## config.mk

```make
export PLATFORM = sky130hd
export DESIGN_NAME = mem_port_arbiter_flat
export DESIGN_NICKNAME = d
export VERILOG_FILES = /design/src/rtl/mem_port_arbiter_if.sv /design/src/rtl/mem_port_arbiter.sv /design/src/flat_wrapper.sv
export SDC_FILE = /design/constraint.sdc
export NUM_CORES = 1
export LEC_CHECK = 0
export CORE_MARGIN = 1
export CORE_UTILIZATION = 39
export DETAILED_ROUTE_END_ITERATION = 10
export PLACE_DENSITY = 0.85
export SETUP_SLACK_MARGIN = 0.05
export SLEW_MARGIN = 20
export SYNTH_ARGS = -nofsm -noshare
export SYNTH_HDL_FRONTEND = slang
export SYNTH_SLANG_ARGS = --single-unit
```

## constraint.sdc

```tcl
create_clock -name clk_i -period 1.8 [get_ports clk_i]
set_input_delay 0.54 -clock clk_i [delete_from_list [all_inputs] [get_ports clk_i]]
set_output_delay 0.54 -clock clk_i [all_outputs]
set_load 0.005 [all_outputs]
```

## src/rtl/mem_port_arbiter_if.sv

```systemverilog
// rtl/mem_port_arbiter_if.sv - pipeline fetch/data ports and shared memory port of the arbiter
interface mem_port_arbiter_if;
    logic        if_req_i;
    logic [31:0] if_addr_i;
    logic [31:0] if_rdata_o;
    logic        if_ack_o;
    logic        if_stall_o;
    logic        d_req_i;
    logic        d_we_i;
    logic [31:0] d_addr_i;
    logic [31:0] d_wdata_i;
    logic [31:0] d_rdata_o;
    logic        d_ack_o;
    logic        d_stall_o;
    logic        mem_req_o;
    logic        mem_we_o;
    logic [31:0] mem_addr_o;
    logic [31:0] mem_wdata_o;
    logic [31:0] mem_rdata_i;
    logic        mem_ack_i;
    logic        busy_o;
    logic        err_o;

    modport slave (
        input  if_req_i, if_addr_i, d_req_i, d_we_i, d_addr_i, d_wdata_i, mem_rdata_i, mem_ack_i,
        output if_rdata_o, if_ack_o, if_stall_o, d_rdata_o, d_ack_o, d_stall_o,
        output mem_req_o, mem_we_o, mem_addr_o, mem_wdata_o, busy_o, err_o
    );

    modport master (
        output if_req_i, if_addr_i, d_req_i, d_we_i, d_addr_i, d_wdata_i, mem_rdata_i, mem_ack_i,
        input  if_rdata_o, if_ack_o, if_stall_o, d_rdata_o, d_ack_o, d_stall_o,
        input  mem_req_o, mem_we_o, mem_addr_o, mem_wdata_o, busy_o, err_o
    );
endinterface

```

## src/rtl/mem_port_arbiter.sv

```systemverilog
// rtl/mem_port_arbiter.sv - shares one memory port between fetch and load/store with starvation guard
// Optional BUSY abort with sticky err_o when ARB_TIMEOUT_EN is defined.
module mem_port_arbiter #(
    parameter int STARVE_LIMIT = 4,
    parameter int TIMEOUT      = 64
) (
    input  logic              clk_i,
    input  logic              rst_i,
    mem_port_arbiter_if.slave bus
);
    localparam int SW = $clog2(STARVE_LIMIT + 2);

    typedef enum logic [1:0] {IDLE, BUSY, DONE} state_t;

    state_t        state, state_nxt;
    logic          owner_d;
    logic [SW-1:0] starve_cnt;
    logic          grant_d, grant_i;
    logic          timeout_hit;
    logic          complete;
    logic [31:0]   rdata_in;

    // Data wins ties unless fetch has already waited out STARVE_LIMIT data grants.
    assign grant_d  = bus.d_req_i && !(bus.if_req_i && starve_cnt == SW'(STARVE_LIMIT));
    assign grant_i  = bus.if_req_i && !grant_d;
    assign complete = (state == BUSY) && (bus.mem_ack_i || timeout_hit);
    assign rdata_in = bus.mem_ack_i ? bus.mem_rdata_i : 32'hDEADBEEF;

`ifdef ARB_TIMEOUT_EN
    localparam int TW = $clog2(TIMEOUT + 1);
    logic [TW-1:0] to_cnt;
    logic          err_q;

    // A real ack in the final cycle takes priority over the abort.
    assign timeout_hit = (state == BUSY) && !bus.mem_ack_i && (to_cnt == TW'(TIMEOUT - 1));

    always_ff @(posedge clk_i) begin
        if (rst_i) begin
            to_cnt <= '0;
            err_q  <= 1'b0;
        end else begin
            if (state == BUSY && !complete) to_cnt <= to_cnt + 1'b1;
            else                            to_cnt <= '0;
            if (timeout_hit) err_q <= 1'b1;
        end
    end
    assign bus.err_o = err_q;
`else
    // Without the abort path BUSY waits for the memory indefinitely.
    assign timeout_hit = (TIMEOUT < 0);
    assign bus.err_o   = 1'b0;
`endif

    always_ff @(posedge clk_i) begin
        if (rst_i) state <= IDLE;
        else       state <= state_nxt;
    end

    always_comb begin
        state_nxt = state;
        case (state)
            IDLE:    if (grant_d || grant_i) state_nxt = BUSY;
            BUSY:    if (complete) state_nxt = DONE;
            DONE:    state_nxt = IDLE;
            default: state_nxt = IDLE;
        endcase
    end

    always_ff @(posedge clk_i) begin
        if (rst_i) begin
            owner_d         <= 1'b0;
            starve_cnt      <= '0;
            bus.mem_req_o   <= 1'b0;
            bus.mem_we_o    <= 1'b0;
            bus.mem_addr_o  <= '0;
            bus.mem_wdata_o <= '0;
            bus.if_rdata_o  <= '0;
            bus.d_rdata_o   <= '0;
            bus.if_ack_o    <= 1'b0;
            bus.d_ack_o     <= 1'b0;
        end else begin
            bus.if_ack_o <= 1'b0;
            bus.d_ack_o  <= 1'b0;
            case (state)
                IDLE: begin
                    if (grant_d) begin
                        owner_d         <= 1'b1;
                        bus.mem_req_o   <= 1'b1;
                        bus.mem_we_o    <= bus.d_we_i;
                        bus.mem_addr_o  <= bus.d_addr_i;
                        bus.mem_wdata_o <= bus.d_wdata_i;
                        if (!bus.if_req_i)                         starve_cnt <= '0;
                        else if (starve_cnt < SW'(STARVE_LIMIT))   starve_cnt <= starve_cnt + 1'b1;
                    end else if (grant_i) begin
                        owner_d         <= 1'b0;
                        bus.mem_req_o   <= 1'b1;
                        bus.mem_we_o    <= 1'b0;
                        bus.mem_addr_o  <= bus.if_addr_i;
                        bus.mem_wdata_o <= '0;
                        starve_cnt      <= '0;
                    end
                end
                BUSY: begin
                    if (complete) begin
                        bus.mem_req_o <= 1'b0;
                        if (owner_d) begin
                            bus.d_ack_o <= 1'b1;
                            if (!bus.mem_we_o) bus.d_rdata_o <= rdata_in;
                        end else begin
                            bus.if_ack_o   <= 1'b1;
                            bus.if_rdata_o <= rdata_in;
                        end
                    end
                end
                default: ;
            endcase
        end
    end

    assign bus.busy_o     = (state != IDLE);
    assign bus.if_stall_o = bus.if_req_i & ~bus.if_ack_o;
    assign bus.d_stall_o  = bus.d_req_i & ~bus.d_ack_o;
endmodule

```

## src/flat_wrapper.sv

```systemverilog
// flat-port wrapper written by rule: the top's interface ports become plain ports
module mem_port_arbiter_flat 
#(
    parameter int STARVE_LIMIT = 4,
    parameter int TIMEOUT      = 64
)
  (clk_i, rst_i, bus_if_req_i, bus_if_addr_i, bus_d_req_i, bus_d_we_i, bus_d_addr_i, bus_d_wdata_i, bus_mem_rdata_i, bus_mem_ack_i, bus_if_rdata_o, bus_if_ack_o, bus_if_stall_o, bus_d_rdata_o, bus_d_ack_o, bus_d_stall_o, bus_mem_req_o, bus_mem_we_o, bus_mem_addr_o, bus_mem_wdata_o, bus_busy_o, bus_err_o);
  mem_port_arbiter_if bus_i ();
  input  logic clk_i;
  input  logic rst_i;
  input wire logic [$bits(bus_i.if_req_i)-1:0] bus_if_req_i;
  input wire logic [$bits(bus_i.if_addr_i)-1:0] bus_if_addr_i;
  input wire logic [$bits(bus_i.d_req_i)-1:0] bus_d_req_i;
  input wire logic [$bits(bus_i.d_we_i)-1:0] bus_d_we_i;
  input wire logic [$bits(bus_i.d_addr_i)-1:0] bus_d_addr_i;
  input wire logic [$bits(bus_i.d_wdata_i)-1:0] bus_d_wdata_i;
  input wire logic [$bits(bus_i.mem_rdata_i)-1:0] bus_mem_rdata_i;
  input wire logic [$bits(bus_i.mem_ack_i)-1:0] bus_mem_ack_i;
  output wire logic [$bits(bus_i.if_rdata_o)-1:0] bus_if_rdata_o;
  output wire logic [$bits(bus_i.if_ack_o)-1:0] bus_if_ack_o;
  output wire logic [$bits(bus_i.if_stall_o)-1:0] bus_if_stall_o;
  output wire logic [$bits(bus_i.d_rdata_o)-1:0] bus_d_rdata_o;
  output wire logic [$bits(bus_i.d_ack_o)-1:0] bus_d_ack_o;
  output wire logic [$bits(bus_i.d_stall_o)-1:0] bus_d_stall_o;
  output wire logic [$bits(bus_i.mem_req_o)-1:0] bus_mem_req_o;
  output wire logic [$bits(bus_i.mem_we_o)-1:0] bus_mem_we_o;
  output wire logic [$bits(bus_i.mem_addr_o)-1:0] bus_mem_addr_o;
  output wire logic [$bits(bus_i.mem_wdata_o)-1:0] bus_mem_wdata_o;
  output wire logic [$bits(bus_i.busy_o)-1:0] bus_busy_o;
  output wire logic [$bits(bus_i.err_o)-1:0] bus_err_o;
  assign bus_i.if_req_i = bus_if_req_i;
  assign bus_i.if_addr_i = bus_if_addr_i;
  assign bus_i.d_req_i = bus_d_req_i;
  assign bus_i.d_we_i = bus_d_we_i;
  assign bus_i.d_addr_i = bus_d_addr_i;
  assign bus_i.d_wdata_i = bus_d_wdata_i;
  assign bus_i.mem_rdata_i = bus_mem_rdata_i;
  assign bus_i.mem_ack_i = bus_mem_ack_i;
  assign bus_if_rdata_o = bus_i.if_rdata_o;
  assign bus_if_ack_o = bus_i.if_ack_o;
  assign bus_if_stall_o = bus_i.if_stall_o;
  assign bus_d_rdata_o = bus_i.d_rdata_o;
  assign bus_d_ack_o = bus_i.d_ack_o;
  assign bus_d_stall_o = bus_i.d_stall_o;
  assign bus_mem_req_o = bus_i.mem_req_o;
  assign bus_mem_we_o = bus_i.mem_we_o;
  assign bus_mem_addr_o = bus_i.mem_addr_o;
  assign bus_mem_wdata_o = bus_i.mem_wdata_o;
  assign bus_busy_o = bus_i.busy_o;
  assign bus_err_o = bus_i.err_o;
  mem_port_arbiter #(.STARVE_LIMIT(STARVE_LIMIT), .TIMEOUT(TIMEOUT)) u_core (.clk_i(clk_i), .rst_i(rst_i), .bus(bus_i));
endmodule
```

After elaboration in Yosys (flattened, before gate mapping). Cells that the tools add are included.

Add/sub/neg operators: 1. Magnitude comparators: 1. Eq/ne operators: 6. Mux-type cells: 21. Bitwise gates (word level): 8. Reduce and logical (&&, ||, !) cells: 18.

Operator list (count): $mux W32 (5); $mux W3 (4); $reduce_and A3 Y1 (3); $mux W1 (8); $not A1 Y1 (6); $reduce_bool A2 Y1 (3); $logic_and A1 B1 Y1 (4); $mux W2 (2); $ne A2 B1 Y1 const B (2); $pmux W2 S2 (1); $reduce_and A2 Y1 (2); $reduce_and A4 Y1 (1); $add A3 B1 Y3 const B (1); $eq A3 B3 Y1 const B (1); $lt A3 B3 Y1 const B (1); $ne A3 B1 Y1 const B (1); $ne A3 B3 Y1 const B (1); $reduce_or A3 Y1 (1); $and A1 B1 Y1 (2); $eq A2 B1 Y1 const B (1); $logic_not A1 Y1 (2); $logic_not A2 Y1 (1); $pmux W1 S2 (1); $logic_or A1 B1 Y1 (1).

Register bits after elaboration: 138. Bits of input ports: 134. Output and inout port bits: 136. Logic and storage cells: 66.

Depth between registers and ports, before layout.
Depth after elaboration: 9. Gate-level depth with buffers: 8. Mapped depth without buffers: 6.

Worst setup path before layout. No wires, ideal clock.

Kind: input -> register. From: input bus_d_req_i. To: register u_core.starve_cnt[2]. Setup time: 0.078 ns. Arrival: 1.454 ns. Data required time: 1.722 ns. Path slack: 0.268 ns. Cell stages on the path: 6. Buffers on the path: 3. Cell sequence: buf_2 o21ai_2 buf_2 buf_2 nor2_1 nor3_1.

Cells in the longest elaborated chain, start to end: 5. Elaborated cells on any way between the ends: 7.

Ends and longest elaborated chain: from (decl) (line flat_wrapper.sv:13) `input wire logic [$bits(bus_i.d_req_i)-1:0] bus_d_req_i;`; $logic_and A1 B1 Y1 (*) (line mem_port_arbiter.sv:24) `assign grant_d = bus.d_req_i && !(bus.if_req_i && starve_cnt == SW'(STARVE_LIMIT));`; $logic_not A1 Y1 (line mem_port_arbiter.sv:25) `assign grant_i = bus.if_req_i && !grant_d;`; $logic_and A1 B1 Y1 (line mem_port_arbiter.sv:25); $reduce_bool A2 Y1 (no line); $reduce_and A3 Y1 (no line); to (signal assigned) (line mem_port_arbiter.sv:93) `else if (starve_cnt < SW'(STARVE_LIMIT)) starve_cnt <= starve_cnt + 1'b1;`; to (decl) (line mem_port_arbiter.sv:17) `logic [SW-1:0] starve_cnt;`.

Every way passes the cells marked *; elsewhere a longest branch is shown, timed or not. A chain may end at the register's enable or synchronous reset.

Worst setup path in the final report.
From: register u_core.state[1]. To: output bus_busy_o.

Cells in the longest elaborated chain, start to end: 1.

Ends and longest elaborated chain: from (decl) (line mem_port_arbiter.sv:15) `state_t state, state_nxt;`; from (signal assigned) (line mem_port_arbiter.sv:56) `else state <= state_nxt;`; $reduce_bool A2 Y1 (line mem_port_arbiter.sv:120) `assign bus.busy_o = (state != IDLE);`; to (decl) (line flat_wrapper.sv:29) `output wire logic [$bits(bus_i.busy_o)-1:0] bus_busy_o;`.

No other way between the ends.

==> flow_summary_export.csv <==
group,metric,value,unit
run_status,status,"complete, no violations",
hold_path,whs_path_depth,2,
layout,area_growth,69.9,%
routing,routedWlPerCell,15.6,um
power,powerDensity,946,mW/mm2
clock_network,cts-root-buf,"clkbuf_16",
global_route,antenna_found_initial,0,
setup_path,r2r-end,"u_core.bus.mem_addr_o[22]",
synthesis,synth-warning-count,0,
die,coreArea,0.0127,mm2
routing,ant_nets,0,
setup_path,crit-reg2reg-launch,"u_core.starve_cnt[0]",
setup_path,ff2ff_setup_slack,0.16,ns
timing,max_freq,0.588,GHz
die,die_x,116,um
timing,rsz0062_at_grt,"yes",
power,vdd_drop_max,0.728,mV
setup_path,cp_data_required_time,1.26,ns
layout,mostFrequentLayoutCells,"165 x nand2_1, 134 x dlygate4sd2_1, 131 x dfxtp_1, 130 x clkdlybuf4s50_1, 103 x a21oi_1",
setup_path,r2r_cells,7,
timing,setup_violations,0,
synthesis,syn_avg_cell_area,8.19,um2
setup_path,worstPathCellList,"nor2_4 -> inv_2 -> clkdlybuf4s15_2",
placed_design,io_buffer_count,268,
die,rows,41,
routing,firstDrtPassIters,4,
die,dieHeight,116,um
layout,layout.nets,1022,
global_route,grt_pass1_wl,25.5,mm
setup_path,crit_cells,3,
synthesis,syn_area,0.00507,mm2
setup_path,cpPeakStageDelay,0.34,ns
layout,layout_commonest_cell,"nand2_1",
timing,hold_slack,0.448,ns
die,die_area,0.0135,mm2
global_route,grt_max_degree,45,
synthesis,seq_area_frac_synth,54.5,%
layout,postLayoutCellArea,0.00861,mm2
synthesis,yosysUniqueCellTypes,29,
setup_path,crit_path_max_fanout,3,
placed_design,place_area,0.00812,mm2
clock_network,clk_latency,0.42,ns
routing,routed-via-count,5321,
timing,period_share,94.5,%
setup_path,crit_family,"flip-flops",
global_route,grt_usage,24.6,%
clock_network,hold_buffers,0,
hold_path,hp-class,"reg2reg",
clock_network,cts_tree,"done",
clock_network,cts_max_level,4,
setup_path,end_kind,"output pin",
layout,fillCellCount,1082,
setup_path,critical_path_class,"reg2out",
timing,finalMaxSlewViolations,0,
placed_design,dpl.hpwl,11.3,mm
clock_network,cts_buffer_depth,2,
global_route,overflow,0,
layout,drive_gt1_share,9.12,%
setup_path,critical_path_arrival,1.16,ns
die,ios,270,
routing,viasPerCell,4.97,
layout,antennaDiodeCount,0,
power,leakage,3.81,nW
setup_path,crit_start,"u_core.state[1]",
placed_design,place.gp.congestion,0.812,
timing,hold_viol,0,
global_route,grt_pass1_vias,5145,
clock_network,clk_pin_slew,0.05,ns
synthesis,syn_nets,755,
setup_path,path_buf_inv,2,
die,start_util,40.0,%
setup_path,cp_slowest_cell,"dfxtp_2",
routing,drt-total-wl,16.7,mm
timing,min_period,1.70,ns
setup_path,crit_path_start_kind,"flop",
routing,drc_errors,0,
timing,skew,0.0134,ns
routing,drtIter0Drc,396,
clock_network,cts_made_buffers,17,
job,drv_cap,0,
setup_path,cp-endpoint,"bus_busy_o",
synthesis,synth_seq_cells,138,
synthesis,syn_inst,619,
clock_network,clock_sinks,138,
how the worst min path moves through the flow:
stage | start | endpoint | slack (ns)
3_3_place_gp | u_core.bus.if_rdata_o[21] | u_core.bus.if_rdata_o[21] | 0.44
6_report | u_core.bus.if_rdata_o[2] | u_core.bus.if_rdata_o[2] | 0.45
2_1_floorplan | u_core.starve_cnt[1] | u_core.starve_cnt[1] | 0.45
5_1_grt | u_core.bus.if_rdata_o[9] | u_core.bus.if_rdata_o[9] | 0.46
4_1_cts | u_core.bus.if_rdata_o[24] | u_core.bus.if_rdata_o[24] | 0.45
3_5_place_dp | u_core.bus.if_rdata_o[9] | u_core.bus.if_rdata_o[9] | 0.45
logic make-up (layout without fill, tap and decap cells):
kind of cell | after synthesis | count (layout) | share of synthesized area (%)
buf+inv | 55 | 335 | 4.69
simple gates | 254 | 254 | 20.3
flops | 138 | 138 | 54.5
fa+ha+maj | 2 | 2 | 0.493
compound gates | 169 | 169 | 20.0
other cells | 1 | 1 | 0.0739
per-layer routing:
layer	vias up	track usage [%]	part of all wire [%]	routed length (um)
li1	2617	-	-	-
met1	2453	26.9	39	6470
met2	212	42.7	50	8340
met3	39	8.58	8.4	1390
met4	0	11.3	2.9	488
met5	-	0	0	0
repair_timing:
| action | in CTS | in global routing |
|---|---|---|
| pin swaps | 1 | 2 |
| setup buffers | 1 | 3 |
| endpoints found under the setup margin | 135 | 15 |
| gates cloned | 0 | 1 |
| gates resized for setup | 153 | 3 |
| endpoints found under the hold margin | 0 | 0 |
power by group:
group	leakage, nW	internal (mW)	switching [mW]
logic	2.39	0.702	0.579
clock network	0.287	2.21	1.33
registers	1.13	3.24	0.0879
total	3.81	6.15	1.99
sequential cells by signal, indices dropped and copies added, names as in the netlist, 2 cells and up:
register / cells
u_core.bus.mem_addr_o: 32
u_core.state: 2
u_core.bus.if_rdata_o: 32
u_core.starve_cnt: 3
u_core.bus.d_rdata_o: 32
u_core.bus.mem_wdata_o: 32
area by class of cell:
cell class / count / area (um2) / area share, %
Timing Repair Buffer: 300 / 2920 / 33.9
Sequential cell: 138 / 2770 / 32.2
Multi-Input combinational cell: 426 / 2090 / 24.3
Clock buffer: 21 / 450 / 5.23
Tap cell: 172 / 215 / 2.50
Clock inverter: 11 / 146 / 1.70
Inverter: 3 / 11.3 / 0.131
metrics by stage:
step / setup slack (ns) / utilization [%] / setup TNS [ns] / power, mW / cells
5_1_grt: 0.0310 / 68.0 / 0 / 8.48 / 1071
3_3_place_gp: -0.393 / 64.1 / -26.14 / 4.74 / 1034
4_1_cts: 0.0523 / 67.6 / 0 / 8.17 / 1067
6_report: 0.0984 / 68.0 / 0 / 8.15 / 1071
2_1_floorplan: 0.268 / - / 0 / 3.88 / 619
3_5_place_dp: -0.418 / 64.1 / -30.84 / 4.77 / 1034
Yosys cell counts, drive strengths merged:
master	instances	area, um2
conb	1	3.75
clkbuf	24	90.1
ha	2	25.0
nor3b	1	12.5
or2	1	6.26
dfxtp	138	2760
nor2b	2	12.5
nand4	2	12.5
a22oi	33	248
nor3	1	5.00
a211oi	32	240
and2	2	12.5
nor2	73	284
nand4b	1	8.76
a21oi	103	515
buf	28	136
inv	3	11.3
o21ai	1	8.76
nand3b	2	27.5
nand2	165	619
nand3	1	5.00
or3b	2	17.5
and3	1	6.26
worst min-delay path: cells and delay by family, from the launching register on:
kind / cells / cell delay, ns
AND/OR/NAND/NOR: 1 / 0.05
AO/OA/AOI/OAI: 1 / 0.05
flip-flops: 1 / 0.30
No activity file was read; power rests on OpenSTA's default activity.
